==> src/rtl/ws2812_pkg.sv <==
// Shared types, constants and helpers for the WS2812 framebuffer serialiser.
package ws2812_pkg;

  typedef enum logic [1:0] {
    IDLE  = 2'd0,
    SEND  = 2'd1,
    LATCH = 2'd2
  } state_e;

  localparam int BITS_PER_PIXEL = 24;
  localparam int G_OFFSET       = 0;
  localparam int R_OFFSET       = 8;
  localparam int B_OFFSET       = 16;

  localparam int DEF_NUM_LEDS = 16;
  localparam int DEF_T0H      = 4;
  localparam int DEF_T1H      = 8;
  localparam int DEF_T_BIT    = 15;
  localparam int DEF_T_RESET  = 600;

  function automatic int max2(input int a, input int b);
    return (a > b) ? a : b;
  endfunction

  // Transmit slot k walks G, R, B in turn, each byte MSB first.
  function automatic logic [4:0] tx_index(input logic [4:0] k);
    logic [4:0] base;
    case (k[4:3])
      2'd0:    base = 5'(G_OFFSET);
      2'd1:    base = 5'(R_OFFSET);
      default: base = 5'(B_OFFSET);
    endcase
    return base + 5'd7 - {2'b00, k[2:0]};
  endfunction

endpackage

==> src/rtl/ws2812_if.sv <==
// Framebuffer/handshake bundle between the timer logic and the WS2812 driver.
interface ws2812_if
  import ws2812_pkg::*;
#(
  parameter int NUM_LEDS = DEF_NUM_LEDS
);

  logic [NUM_LEDS*BITS_PER_PIXEL-1:0] framebuf;
  logic                               start;
  logic                               dout;
  logic                               busy;
  logic                               frame_done;

  modport master (
    output framebuf,
    output start,
    input  dout,
    input  busy,
    input  frame_done
  );

  modport slave (
    input  framebuf,
    input  start,
    output dout,
    output busy,
    output frame_done
  );

endinterface

==> src/rtl/ws2812_bit_timer.sv <==
// Produces one NRZ bit on a registered line: high for T0H/T1H cycles, low for the rest of T_BIT.
module ws2812_bit_timer #(
  parameter int T0H     = 4,
  parameter int T1H     = 8,
  parameter int T_BIT   = 15,
  parameter int PHASE_W = 10
) (
  input  logic clk,
  input  logic nrst,
  input  logic bit_val,
  input  logic go,
  output logic dout,
  output logic bit_done
);

  logic [PHASE_W-1:0] phase_q, phase_d;
  logic [PHASE_W-1:0] phase_nxt;
  logic [PHASE_W-1:0] high_len;
  logic               active_q, active_d;
  logic               dout_q, dout_d;

  assign bit_done = active_q && (phase_q == PHASE_W'(T_BIT - 1));
  assign dout     = dout_q;

  // A go in the last cycle of a bit restarts immediately, so consecutive bits abut.
  always_comb begin
    high_len  = bit_val ? PHASE_W'(T1H) : PHASE_W'(T0H);
    phase_nxt = phase_q + 1'b1;
    phase_d   = phase_q;
    active_d  = active_q;
    dout_d    = dout_q;
    if (go) begin
      phase_d  = '0;
      active_d = 1'b1;
      dout_d   = 1'b1;
    end else if (active_q) begin
      if (bit_done) begin
        phase_d  = '0;
        active_d = 1'b0;
        dout_d   = 1'b0;
      end else begin
        phase_d = phase_nxt;
        dout_d  = (phase_nxt < high_len);
      end
    end
  end

  always_ff @(posedge clk or negedge nrst) begin
    if (!nrst) begin
      phase_q  <= '0;
      active_q <= 1'b0;
      dout_q   <= 1'b0;
    end else begin
      phase_q  <= phase_d;
      active_q <= active_d;
      dout_q   <= dout_d;
    end
  end

endmodule

==> src/rtl/ws2812_driver.sv <==
// Serialises a snapshot of the framebuffer onto the WS2812 data line, then holds the latch gap.
module ws2812_driver
  import ws2812_pkg::*;
#(
  parameter int NUM_LEDS = DEF_NUM_LEDS,
  parameter int T0H      = DEF_T0H,
  parameter int T1H      = DEF_T1H,
  parameter int T_BIT    = DEF_T_BIT,
  parameter int T_RESET  = DEF_T_RESET
) (
  input  logic     clk,
  input  logic     nrst,
  ws2812_if.slave  bus
);

  localparam int FB_W    = NUM_LEDS * BITS_PER_PIXEL;
  localparam int PHASE_W = $clog2(max2(T_BIT, T_RESET));
  localparam int BIDX_W  = $clog2(FB_W);

  if (!(T0H >= 1 && T0H < T1H && T1H < T_BIT)) begin : g_bad_bit_timing
    $fatal(1, "ws2812_driver: need 1 <= T0H < T1H < T_BIT");
  end
  if (T_RESET < 1) begin : g_bad_reset_timing
    $fatal(1, "ws2812_driver: need T_RESET >= 1");
  end

  state_e                    state_q, state_d;
  logic [FB_W-1:0]           shadow_q, shadow_d;
  logic [BIDX_W-1:0]         bit_idx_q, bit_idx_d;
  logic [4:0]                pix_bit_q, pix_bit_d;
  logic [PHASE_W-1:0]        latch_cnt_q, latch_cnt_d;
  logic                      busy_q, busy_d;
  logic                      frame_done_q, frame_done_d;

  logic                      go;
  logic                      bit_done;
  logic                      cur_bit;
  logic                      line;
  logic [BITS_PER_PIXEL-1:0] cur_pixel;

  // The shadow shifts down one pixel at a time, so the current pixel is always the low slice.
  assign cur_pixel = shadow_q[BITS_PER_PIXEL-1:0];
  assign cur_bit   = cur_pixel[tx_index(pix_bit_q)];

  ws2812_bit_timer #(
    .T0H     (T0H),
    .T1H     (T1H),
    .T_BIT   (T_BIT),
    .PHASE_W (PHASE_W)
  ) u_bit_timer (
    .clk      (clk),
    .nrst     (nrst),
    .bit_val  (cur_bit),
    .go       (go),
    .dout     (line),
    .bit_done (bit_done)
  );

  always_comb begin
    state_d      = state_q;
    shadow_d     = shadow_q;
    bit_idx_d    = bit_idx_q;
    pix_bit_d    = pix_bit_q;
    latch_cnt_d  = latch_cnt_q;
    busy_d       = busy_q;
    frame_done_d = 1'b0;
    go           = 1'b0;
    case (state_q)
      IDLE: begin
        if (bus.start) begin
          shadow_d  = bus.framebuf;
          bit_idx_d = '0;
          pix_bit_d = '0;
          busy_d    = 1'b1;
          go        = 1'b1;
          state_d   = SEND;
        end
      end
      SEND: begin
        if (bit_done) begin
          if (bit_idx_q == BIDX_W'(FB_W - 1)) begin
            latch_cnt_d  = '0;
            frame_done_d = (T_RESET == 1);
            state_d      = LATCH;
          end else begin
            go        = 1'b1;
            bit_idx_d = bit_idx_q + 1'b1;
            if (pix_bit_q == 5'(BITS_PER_PIXEL - 1)) begin
              pix_bit_d = '0;
              shadow_d  = shadow_q >> BITS_PER_PIXEL;
            end else begin
              pix_bit_d = pix_bit_q + 1'b1;
            end
          end
        end
      end
      LATCH: begin
        // frame_done is registered, so it is raised on entry to the final latch cycle.
        if (latch_cnt_q == PHASE_W'(T_RESET - 1)) begin
          latch_cnt_d = '0;
          busy_d      = 1'b0;
          state_d     = IDLE;
        end else begin
          latch_cnt_d  = latch_cnt_q + 1'b1;
          frame_done_d = (latch_cnt_d == PHASE_W'(T_RESET - 1));
        end
      end
      default: begin
        busy_d  = 1'b0;
        state_d = IDLE;
      end
    endcase
  end

  always_ff @(posedge clk or negedge nrst) begin
    if (!nrst) begin
      state_q      <= IDLE;
      shadow_q     <= '0;
      bit_idx_q    <= '0;
      pix_bit_q    <= '0;
      latch_cnt_q  <= '0;
      busy_q       <= 1'b0;
      frame_done_q <= 1'b0;
    end else begin
      state_q      <= state_d;
      shadow_q     <= shadow_d;
      bit_idx_q    <= bit_idx_d;
      pix_bit_q    <= pix_bit_d;
      latch_cnt_q  <= latch_cnt_d;
      busy_q       <= busy_d;
      frame_done_q <= frame_done_d;
    end
  end

  assign bus.dout       = line;
  assign bus.busy       = busy_q;
  assign bus.frame_done = frame_done_q;

endmodule

==> src/flat_wrapper.sv <==
// flat-port wrapper written by rule: the top's interface ports become plain ports
module ws2812_driver_flat import ws2812_pkg::*;
#(
  parameter int NUM_LEDS = DEF_NUM_LEDS,
  parameter int T0H      = DEF_T0H,
  parameter int T1H      = DEF_T1H,
  parameter int T_BIT    = DEF_T_BIT,
  parameter int T_RESET  = DEF_T_RESET
)
  (clk, nrst, bus_framebuf, bus_start, bus_dout, bus_busy, bus_frame_done);
  ws2812_if #(.NUM_LEDS(NUM_LEDS)) bus_i ();
  input  logic clk;
  input  logic nrst;
  input wire logic [$bits(bus_i.framebuf)-1:0] bus_framebuf;
  input wire logic [$bits(bus_i.start)-1:0] bus_start;
  output wire logic [$bits(bus_i.dout)-1:0] bus_dout;
  output wire logic [$bits(bus_i.busy)-1:0] bus_busy;
  output wire logic [$bits(bus_i.frame_done)-1:0] bus_frame_done;
  assign bus_i.framebuf = bus_framebuf;
  assign bus_i.start = bus_start;
  assign bus_dout = bus_i.dout;
  assign bus_busy = bus_i.busy;
  assign bus_frame_done = bus_i.frame_done;
  ws2812_driver #(.NUM_LEDS(NUM_LEDS), .T0H(T0H), .T1H(T1H), .T_BIT(T_BIT), .T_RESET(T_RESET)) u_core (.clk(clk), .nrst(nrst), .bus(bus_i));
endmodule
==> config.mk <==
export PLATFORM = sky130hd
export DESIGN_NAME = ws2812_driver_flat
export DESIGN_NICKNAME = d
export VERILOG_FILES = /design/src/rtl/ws2812_pkg.sv /design/src/rtl/ws2812_if.sv /design/src/rtl/ws2812_bit_timer.sv /design/src/rtl/ws2812_driver.sv /design/src/flat_wrapper.sv
export SDC_FILE = /design/constraint.sdc
export NUM_CORES = 1
export LEC_CHECK = 0
export BUFFER_PORTS_ARGS = -buffer_cell sky130_fd_sc_hd__buf_2
export CORE_MARGIN = 2
export CORE_UTILIZATION = 53
export CTS_BUF_LIST = sky130_fd_sc_hd__clkbuf_4
export DETAILED_ROUTE_END_ITERATION = 10
export PLACE_DENSITY = 0.9
export RECOVER_POWER = 25
export REMOVE_ABC_BUFFERS = 1
export SLEW_MARGIN = 10
export SYNTH_ARGS = -nofsm -noshare
export SYNTH_HDL_FRONTEND = slang
export SYNTH_HIERARCHICAL = 1
export SYNTH_SLANG_ARGS = --single-unit
==> constraint.sdc <==
create_clock -name clk -period 3.1 [get_ports clk]
set_input_delay 0.62 -clock clk [delete_from_list [all_inputs] [get_ports clk]]
set_output_delay 0.62 -clock clk [all_outputs]
set_load 0.03 [all_outputs]
Yosys cells after proc, flatten, opt, wreduce, memory -nomap -nowiden
Cells that the tools add are included.
{"block": "classes", "addsub": 6, "bitwise_logic": 1, "n_eq_ne": 14, "mux": 45, "reduce_logical": 11, "n_lt_le_gt_ge": 2}
{"cell": "$mux W384", "count": 4}
{"cell": "$pmux W384 S2", "count": 1}
{"cell": "$mux W10", "count": 6}
{"cell": "$mux W9", "count": 3}
{"cell": "$add A10 B1 Y10 const B", "count": 2}
{"cell": "$eq A10 B10 Y1 const B", "count": 2}
{"cell": "$mux W5", "count": 4}
{"cell": "$pmux W10 S2", "count": 1}
{"cell": "$pmux W5 S2", "count": 2}
{"cell": "$pmux W9 S2", "count": 1}
{"cell": "$mux W1", "count": 14}
{"cell": "$eq A10 B4 Y1 const B", "count": 1}
{"cell": "$lt A10 B4 Y1", "count": 1}
{"cell": "$add A9 B1 Y9 const B", "count": 1}
{"cell": "$eq A9 B9 Y1 const B", "count": 1}
{"cell": "$mux W2", "count": 4}
{"cell": "$ne A2 B1 Y1 const B", "count": 4}
{"cell": "$reduce_and A4 Y1", "count": 2}
{"cell": "$lt A5 B6 Y1 const B", "count": 1}
{"cell": "$pmux W2 S3", "count": 1}
{"cell": "$reduce_and A3 Y1", "count": 2}
{"cell": "$reduce_bool A2 Y1", "count": 3}
{"cell": "$add A5 B1 Y5 const B", "count": 1}
{"cell": "$add A5 B3 Y5 const B", "count": 1}
{"cell": "other kinds (13)", "count": 16}
{"block": "word_totals", "regBits": 424, "out_inout_bits": 3, "word_cells": 89}

Depth between registers and ports, before layout
Gate-level depths: netlist of run 1.
{"block": "depth", "ltp_word": 11, "mapped_depth": 16, "ltp_nobuf": 14}

Cells and area by module
Netlist of run 1, hierarchy kept.
{"mod": "ws2812_driver", "seq_area_each_um2": 10309.9, "instances": 1, "area_per_inst_um2": 20513.4, "cells_per_inst": 2173}
{"mod": "ws2812_bit_timer", "seq_area_each_um2": 300.3, "instances": 1, "area_per_inst_um2": 809.5, "cells_per_inst": 88}

Worst setup path before layout of run 1
OpenSTA, ideal clock, no wires.
{"block": "synth_timing", "kind": "register -> register", "start": "reg u_core.u_bit_timer.phase_q[0]", "end": "reg u_core.u_bit_timer.phase_q[5]", "path_buffers": 2, "setup_time_ns": 0.128, "synth_period_minus_slack_ns": 3.330, "arrival_ns": 3.202, "setup_slack_ns": -0.230, "stages_incl_launch_ff": 17, "path_cell_list": "dfrtp_1 > inv_1 > ha_1 > or4b_4 > or3_4 > nor3b_1 > and3b_1 > buf_2 > o31a_1 > nor2_1 > inv_1 > nor2b_1 > o41ai_2 > buf_4 > a21oi_1 > o21ai_0 > o31ai_1"}
{"block": "synth_via", "elab_chain_cells": 5}
{"element": "start, declared", "line": "ws2812_bit_timer.sv:16", "source": "logic [PHASE_W-1:0] phase_q, phase_d;"}
{"element": "start signal, assigned", "line": "ws2812_bit_timer.sv:54", "source": "phase_q <= phase_d;"}
{"element": "$eq A10 B4 Y1 *", "line": "ws2812_bit_timer.sv:22", "source": "assign bit_done = active_q && (phase_q == PHASE_W'(T_BIT - 1));"}
{"element": "$logic_and A1 B1 Y1 *", "line": "ws2812_bit_timer.sv:22"}
{"element": "named net u_core.bit_done", "line": "ws2812_driver.sv:36", "source": "logic bit_done;"}
{"element": "$mux W1 *", "line": "ws2812_driver.sv:80", "source": "if (bit_done) begin"}
{"element": "$pmux W1 S2 *", "line": "ws2812_driver.sv:68", "source": "case (state_q)"}
{"element": "named net u_core.go", "line": "ws2812_driver.sv:35", "source": "logic go;"}
{"element": "$mux W10 or $reduce_bool A2 Y1 (tied branches)"}
The timed path passes the listed nets; every way through them passes the cells marked *. The select of a mux whose other input is x is not followed.
A chain may end at the register's enable or synchronous reset.

Worst setup path in the final report of run 1
{"block": "layout_timing", "start": "reg u_core.u_bit_timer.phase_q[0]", "end": "reg u_core.u_bit_timer.phase_q[2]"}
The elaborated chain is that of the path after synthesis.

==> run_results.csv, run 1 <==
group,metric,value,unit
logic_synthesis,ys.warnings.count,6,
final_layout,regArea,10610,sq um
floorplan,start_util,0.5367,
sta,slew_violations,68,
clocking,clk_pin_slew,60,ps
sta,hold_ws,82.48,ps
drt,route.detailed.drc,0,
outcome,violations,"max-capacitance violations, max-slew violations, negative setup slack",
final_layout,final_common_cell,"nand2_1",
sta,max_slew_margin,-0.3641,
clocking,cts_max_level,3,
logic_synthesis,synth_seq_area_share,0.4976,
worst_setup_path,cp.required,3750,ps
clocking,cts_buffers,110,
pwr,clkPwrFrac,0.449,
pwr,seq_power_share,0.511,
placement,pre_cts_slack,-119.8,ps
pwr,power_density,400.1,nW/um^2
floorplan,die_w,204.6,um
grt,grt_pass1_wl,91270,um
grt,grt.total_usage,0.2717,
logic_synthesis,synth_top_family_by_area,"simple AND/OR/NAND/NOR gates",
floorplan,dieArea,41850,sq um
drt,routed_via_density,5.604,
final_layout,multi_input_area,10510,sq um
drt,finalWirelength,62380,um
sta,fin_ws,-58.49,ps
final_layout,postLayoutCoreUtil,0.6813,
placement,portBuffers,389,
drt,drt_iter0_markers,1670,
placement,dp_hpwl,36650,um
worst_setup_path,crit_path_start_kind,"register",
outcome,status,"complete, but fails checks",
clocking,cts_tree,"yes",
worst_setup_path,startpoint,"u_core/u_bit_timer/phase_q[0]",
clocking,clock_path_buffers,3,
grt,antenna_found_initial,2,
worst_setup_path,worst-endpoint-arrival,3810,ps
drt,ant_nets,0,
logic_synthesis,synth_edf_count,0,
sta,setup-violations-final,121,
final_layout,nFillCells,2670,
job,cap_violations,1,
sta,layout_min_cycle_time,3158,ps
sta,fin_skew,54.32,ps
drt,wl_per_cell,18.61,um
logic_synthesis,synthesis.area,21320,sq um
sta,hold_violations,0,
logic_synthesis,synth_cell_types,60,
drt,drt_pass1_iterations,6,
sta,rsz0062_at_grt,"true",
clocking,cts_sinks,424,
grt,grt_max_degree,159,
logic_synthesis,synthArstFlopShare,1.000,
drt,vias,18780,
final_layout,fin_nets,3148,
final_layout,area_growth,26.95,%
logic_synthesis,muxShareOfSynthArea,0.1977,
pwr,max-vdd-ir-drop,0.3391,mV
grt,grt_pass1_vias,18790,
clocking,clock_latency,840,ps
placement,place.gp.congestion,0.8557,
logic_synthesis,synthXorXnorAreaFrac,0.004107,
sta,fmax,316.6,MHz
logic_synthesis,avgSynthCellArea,9.431,sq um
final_layout,drive_gt1_frac,0.3130,
floorplan,core,39730,sq um
placement,place_inst,3099,
sta,tns,-1520,ps
logic_synthesis,synthSimpleGateAreaFrac,0.2208,
worst_setup_path,crit_path_end_kind,"register",
final_layout,finalNonFillerCells,3352,
logic_synthesis,ys_ff_latch,424,
pwr,internal_power,8.308,mW
pwr,p_switching,2.522,mW
pwr,pwr-share-comb,0.040,
logic_synthesis,synth_cells,2261,
worst_setup_path,r2r-start,"u_core/u_bit_timer/phase_q[0]",
worst_setup_path,cp_max_fo,6,
logic_synthesis,synth_compound_area_frac,0.03673,
hold_path,hold_start,"bus_framebuf[374]",
worst_setup_path,crit_type,"reg -> reg",
logic_synthesis,synthAdderAreaFrac,0.004107,
floorplan,row_count,73,
sta,tightest_slew,2046,ps
sta,fin_crit_sh,1.019,
logic_synthesis,synth_ff_type,"dfrtp_1",
grt,grt_remaining_overflow,0,
floorplan,die_h,204.6,um
clocking,root_buffer,"clkbuf_4",
pwr,netSwitchingFraction,0.2329,
hold_path,hold_class,"in -> reg",
floorplan,ios,390,
final_layout,final_cell_mix,"nand2_1, dfrtp_1, buf_2",
pwr,p_leak,12.11,nW
worst paths after layout:
path                       cells after the start  slack (ps)                       endpoint
min                                            2          80           u_core/shadow_q[374]
max reg2reg                                   16         -60  u_core/u_bit_timer/phase_q[2]
max in group asynchronous                      3         650           u_core/shadow_q[101]
min reg2reg                                    1         480             u_core/shadow_q[5]
min in group asynchronous                      2         900           u_core/shadow_q[319]
max                                           16         -60  u_core/u_bit_timer/phase_q[2]
worst max-delay path: stages (launching register included):
cell and delay (ps):
dfrtp_1 380, inv_2 60, ha_2 160, or4b_4 460
or3_4 360, nor3b_4 210, and3b_2 250, buf_4 120
buf_4 120, o31a_1 150, nor2_1 70, inv_2 110
nor2b_2 70, o41ai_4 100, nor2_1 90, o21ai_1 180
o21ai_0 120
layer usage:
| layer | track usage | part of all wire | up-vias |
|---|---|---|---|
| met3 | 0.05870 | 0.072 | 279 |
| met5 | 0 | 0 | - |
| met2 | 0.4478 | 0.49 | 1029 |
| met4 | 0.1620 | 0.057 | 0 |
| met1 | 0.3277 | 0.38 | 9057 |
| li1 | - | - | 8419 |
stage by stage:
| step | total power, mW | instance area (sq um) |
|---|---|---|
| after floorplan | 5.643 | 20510 |
| after CTS | 10.90 | 26070 |
| final | 10.83 | 27070 |
| after global placement | 6.039 | 23960 |
| after global routing | 11.27 | 27070 |
| after detailed placement | 6.043 | 23960 |
timing repair:
item                                   4_1_cts  5_1_grt
pin swaps                                    2        5
buffers inserted                            15        6
hold buffers                                24        0
gates cloned                                 5       22
setup endpoints to repair                  356      383
gates resized for setup                     58      149
endpoints found under the hold margin       83        0
power by group through the flow:
| stage | Combinational, mW | Clock, mW | Sequential [mW] |
|---|---|---|---|
| finish | 0.432 | 4.87 | 5.53 |
| floorplan | 0.00557 | 0 | 5.64 |
| global placement | 0.404 | 0 | 5.64 |
| global route | 0.473 | 5.27 | 5.53 |
| detailed placement | 0.408 | 0 | 5.64 |
| CTS | 0.434 | 4.93 | 5.53 |
synthesized netlist by cell type, drive strengths merged (5+ instances only):
cell type	n	area share
inv	5	0.00088
and3	7	0.0021
mux2	362	0.19
and4	5	0.0021
clkbuf	95	0.017
nand2b	10	0.0029
buf	48	0.021
ha	7	0.0041
mux2i	5	0.0023
nor2	12	0.0021
nor2b	7	0.0021
nand4	5	0.0015
nand3	19	0.0047
dfrtp	424	0.50
o21ai	19	0.0046
and2	6	0.0018
a22o	27	0.011
a21oi	17	0.0042
nand2	1104	0.19
o31ai	5	0.0024
a31oi	12	0.0035
xnor2	7	0.0029
cell type report:
type	instances	share of cell area
inverters	5	0.0006933
clock inverters	16	0.004252
clock buffers	166	0.04604
multi-input cells	1690	0.3882
diodes	3	0.0002773
flip-flops and latches	424	0.3920
repair buffers	523	0.1443
well taps	525	0.02427
state kept, by name, summed over array words and instances (netlist names):
signal / cells
u_core/latch_cnt_q: 10
u_core/bus.busy: 1
u_core/shadow_q: 384
u_core/state_q: 2
u_core/u_bit_timer/phase_q: 10
u_core/bus.frame_done: 1
u_core/u_bit_timer/dout: 1
u_core/bit_idx_q: 9
u_core/pix_bit_q: 5
u_core/u_bit_timer/active_q: 1
kinds of logic (layout without fill, tap and decap cells):
| logic type | count (synthesis) | after routing |
|---|---|---|
| compound gates | 107 | 108 |
| xor+xnor | 10 | 10 |
| fa+ha+maj | 7 | 7 |
| buf+inv | 148 | 710 |
| flops | 424 | 424 |
| mux | 371 | 371 |
| other cells | 0 | 3 |
| simple gates | 1194 | 1194 |
(Power assumes the default switching activity.)
==> inputs of run 2 (changes only) <==
- CORE_UTILIZATION: 53 -> 50
- PLACE_DENSITY: 0.9 -> 0.86
==> run 2 against run 1 <==
Net effect:
- the flow still finishes with violations (max-capacitance violations, max-slew violations, negative setup slack)
- die area rose by 5.9%
- design area is 3.3% higher
- sequential cell count is the same
- power is 1.4% higher
- final cell count rose by 2.1%
- clock skew down 6.4 ps
- sequential power hardly changed
- clock power up 2%
- clock-buffer cell count fell by 1
- via count increased by 1.6%
- core utilization down 1.6 points
- critical path type unchanged
- highest routed layer is now met5
- combinational power increased by 12%
==> run_results.csv, run 2 (same netlist as run 1, synthesis figures left out) <==
group,metric,value,unit
placement,place.gp.congestion,0.8465,
worst_setup_path,r2r-start,"u_core/u_bit_timer/phase_q[0]",
sta,tns,-37090,ps
clocking,cts_sinks,424,
pwr,p_leak,12.88,nW
floorplan,dieArea,44310,sq um
grt,grt_pass1_wl,97100,um
outcome,violations,"max-capacitance violations, max-slew violations, negative setup slack",
drt,route.detailed.drc,0,
worst_setup_path,crit_path_start_kind,"register",
worst_setup_path,r2r_end,"u_core/shadow_q[46]",
floorplan,row_count,75,
placement,dp_hpwl,36810,um
worst_setup_path,crit_type,"reg -> reg",
worst_setup_path,rrSetupSlack,-210,ps
sta,tightest_slew,2312,ps
drt,finalWirelength,65550,um
hold_path,min_delay_path_depth,4,
sta,setup-violations-final,332,
pwr,max-vdd-ir-drop,0.3853,mV
worst_setup_path,cp.required,3800,ps
clocking,clk_pin_slew,70,ps
sta,rsz0062_at_grt,"true",
drt,routed_via_density,5.579,
grt,grt_pass1_vias,19770,
final_layout,regMostFlops,"u_core/shadow_q",
hold_path,hold_start,"bus_framebuf[325]",
hold_path,hold_class,"in -> reg",
grt,grt_max_degree,148,
sta,fmax,301.7,MHz
grt,antenna_found_initial,3,
final_layout,reg.largest.list,"u_core/shadow_q x384, u_core/latch_cnt_q x10, u_core/u_bit_timer/phase_q x10",
clocking,root_buffer,"clkbuf_4",
drt,vias,19090,
final_layout,fin_nets,3195,
final_layout,area_growth,31.16,%
floorplan,die_w,210.5,um
clocking,cts_buffers,110,
placement,portBuffers,389,
floorplan,ios,390,
final_layout,nFillCells,2922,
worst_setup_path,worst-endpoint-arrival,4010,ps
job,cap_violations,1,
final_layout,final_common_cell,"nand2_1",
clocking,clock_latency,870,ps
hold_path,hold_path_end,"u_core/shadow_q[325]",
sta,hold_violations,0,
sta,fin_skew,47.95,ps
sta,max_slew_margin,-0.5415,
drt,drt_pass1_iterations,5,
grt,grt_remaining_overflow,0,
worst_setup_path,cp_max_fo,27,
floorplan,die_h,210.5,um
final_layout,postLayoutCoreUtil,0.6652,
final_layout,drive_gt1_frac,0.3378,
outcome,status,"complete, but fails checks",
drt,ant_nets,0,
clocking,cts_tree,"yes",
grt,grt.total_usage,0.2727,
sta,slew_violations,79,
drt,wl_per_cell,19.16,um
clocking,cts_max_level,3,
worst_setup_path,crit_path_end_kind,"register",
final_layout,largest_reg_flops,384,
pwr,power_density,392.6,nW/um^2
sta,fin_crit_sh,1.069,
drt,drt_iter0_markers,1691,
worst_setup_path,rr_worst_depth,13,
final_layout,final_cell_mix,"nand2_1, dfrtp_1, buf_2",
sta,layout_min_cycle_time,3314,ps
clocking,clock_path_buffers,3,
floorplan,start_util,0.5072,
floorplan,core,42040,sq um
sta,fin_ws,-214.3,ps
-- run 2: cell types whose count changed in the layout (fill, tap and decap cells not counted), sizes merged --
cell         before  now
clkinv           12   20
diode             3    2
o41ai             4    3
clkbuf          189  181
inv               7    9
buf             476  493
dlygate4sd3      24   62
-- run 2: how the worst max path moves through the flow --
stage	endpoint	slack, ps	from	cells after the start
floorplan	u_core/shadow_q[0]	-15870	u_core/state_q[1]	4
global placement	u_core/shadow_q[349]	-120	u_core/u_bit_timer/phase_q[0]	11
detailed placement	u_core/shadow_q[169]	-190	u_core/u_bit_timer/phase_q[0]	11
CTS	u_core/shadow_q[248]	-120	u_core/u_bit_timer/phase_q[0]	13
global route	u_core/shadow_q[260]	-280	u_core/u_bit_timer/phase_q[0]	13
finish	u_core/shadow_q[46]	-210	u_core/u_bit_timer/phase_q[0]	13
-- run 2: what timing repair did --
| item | 4_1_cts | 5_1_grt |
|---|---|---|
| pin swaps | 4 | 7 |
| gates resized for setup | 124 | 200 |
| cloned | 8 | 12 |
| setup endpoints to repair | 380 | 313 |
| hold buffers | 62 | 0 |
| buffers inserted | 18 | 8 |
| endpoints found under the hold margin | 128 | 0 |
-- run 2: metal layers --
layer	part of all wire	GRT usage	vias up
li1	-	-	8521
met1	0.38	0.3163	9254
met2	0.50	0.4614	1025
met3	0.065	0.05393	283
met4	0.059	0.1799	2
met5	0.00020	0	-
-- run 2: stage by stage --
| step | cells | instance area (sq um) | power [mW] | worst slack [ps] | hold WS, ps |
|---|---|---|---|---|---|
| floorplan | 2118 | 20510 | 5.643 | -15870 | 324.4 |
| global placement | 3124 | 24080 | 6.049 | -115.3 | 465.8 |
| detailed placement | 3124 | 24080 | 6.054 | -194.4 | 469.7 |
| CTS | 3403 | 26990 | 11.02 | -115.3 | 0.05390 |
| global route | 3421 | 27970 | 11.40 | -280.6 | 47.36 |
| finish | 3421 | 27970 | 10.98 | -214.3 | 82.00 |
-- run 2: critical path: stages, from the launching register on --
cell	delay, ps
dfrtp_1	390
inv_2	100
ha_4	120
or4b_4	470
or3_4	380
nor3b_4	230
and3b_2	250
o31ai_4	90
a21oi_4	170
buf_12	130
buf_12	130
buf_16	170
buf_16	200
mux2_1	350
-- run 2: area by class of cell --
type / instances / area (sq um) / area share
diodes: 2 / 5.005 / 0.0001790
clock buffers: 165 / 1239 / 0.04429
clock inverters: 26 / 155.1 / 0.005548
inverters: 5 / 18.77 / 0.0006711
multi-input cells: 1689 / 10920 / 0.3903
flip-flops and latches: 424 / 10610 / 0.3794
well taps: 539 / 674.4 / 0.02411
repair buffers: 571 / 4349 / 0.1555
-- run 2: power by group --
part | leakage, nW | internal [mW] | switching (mW)
clock | 0.838 | 2.58 | 2.39
sequential | 3.97 | 5.53 | 0
combinational | 8.07 | 0.247 | 0.238
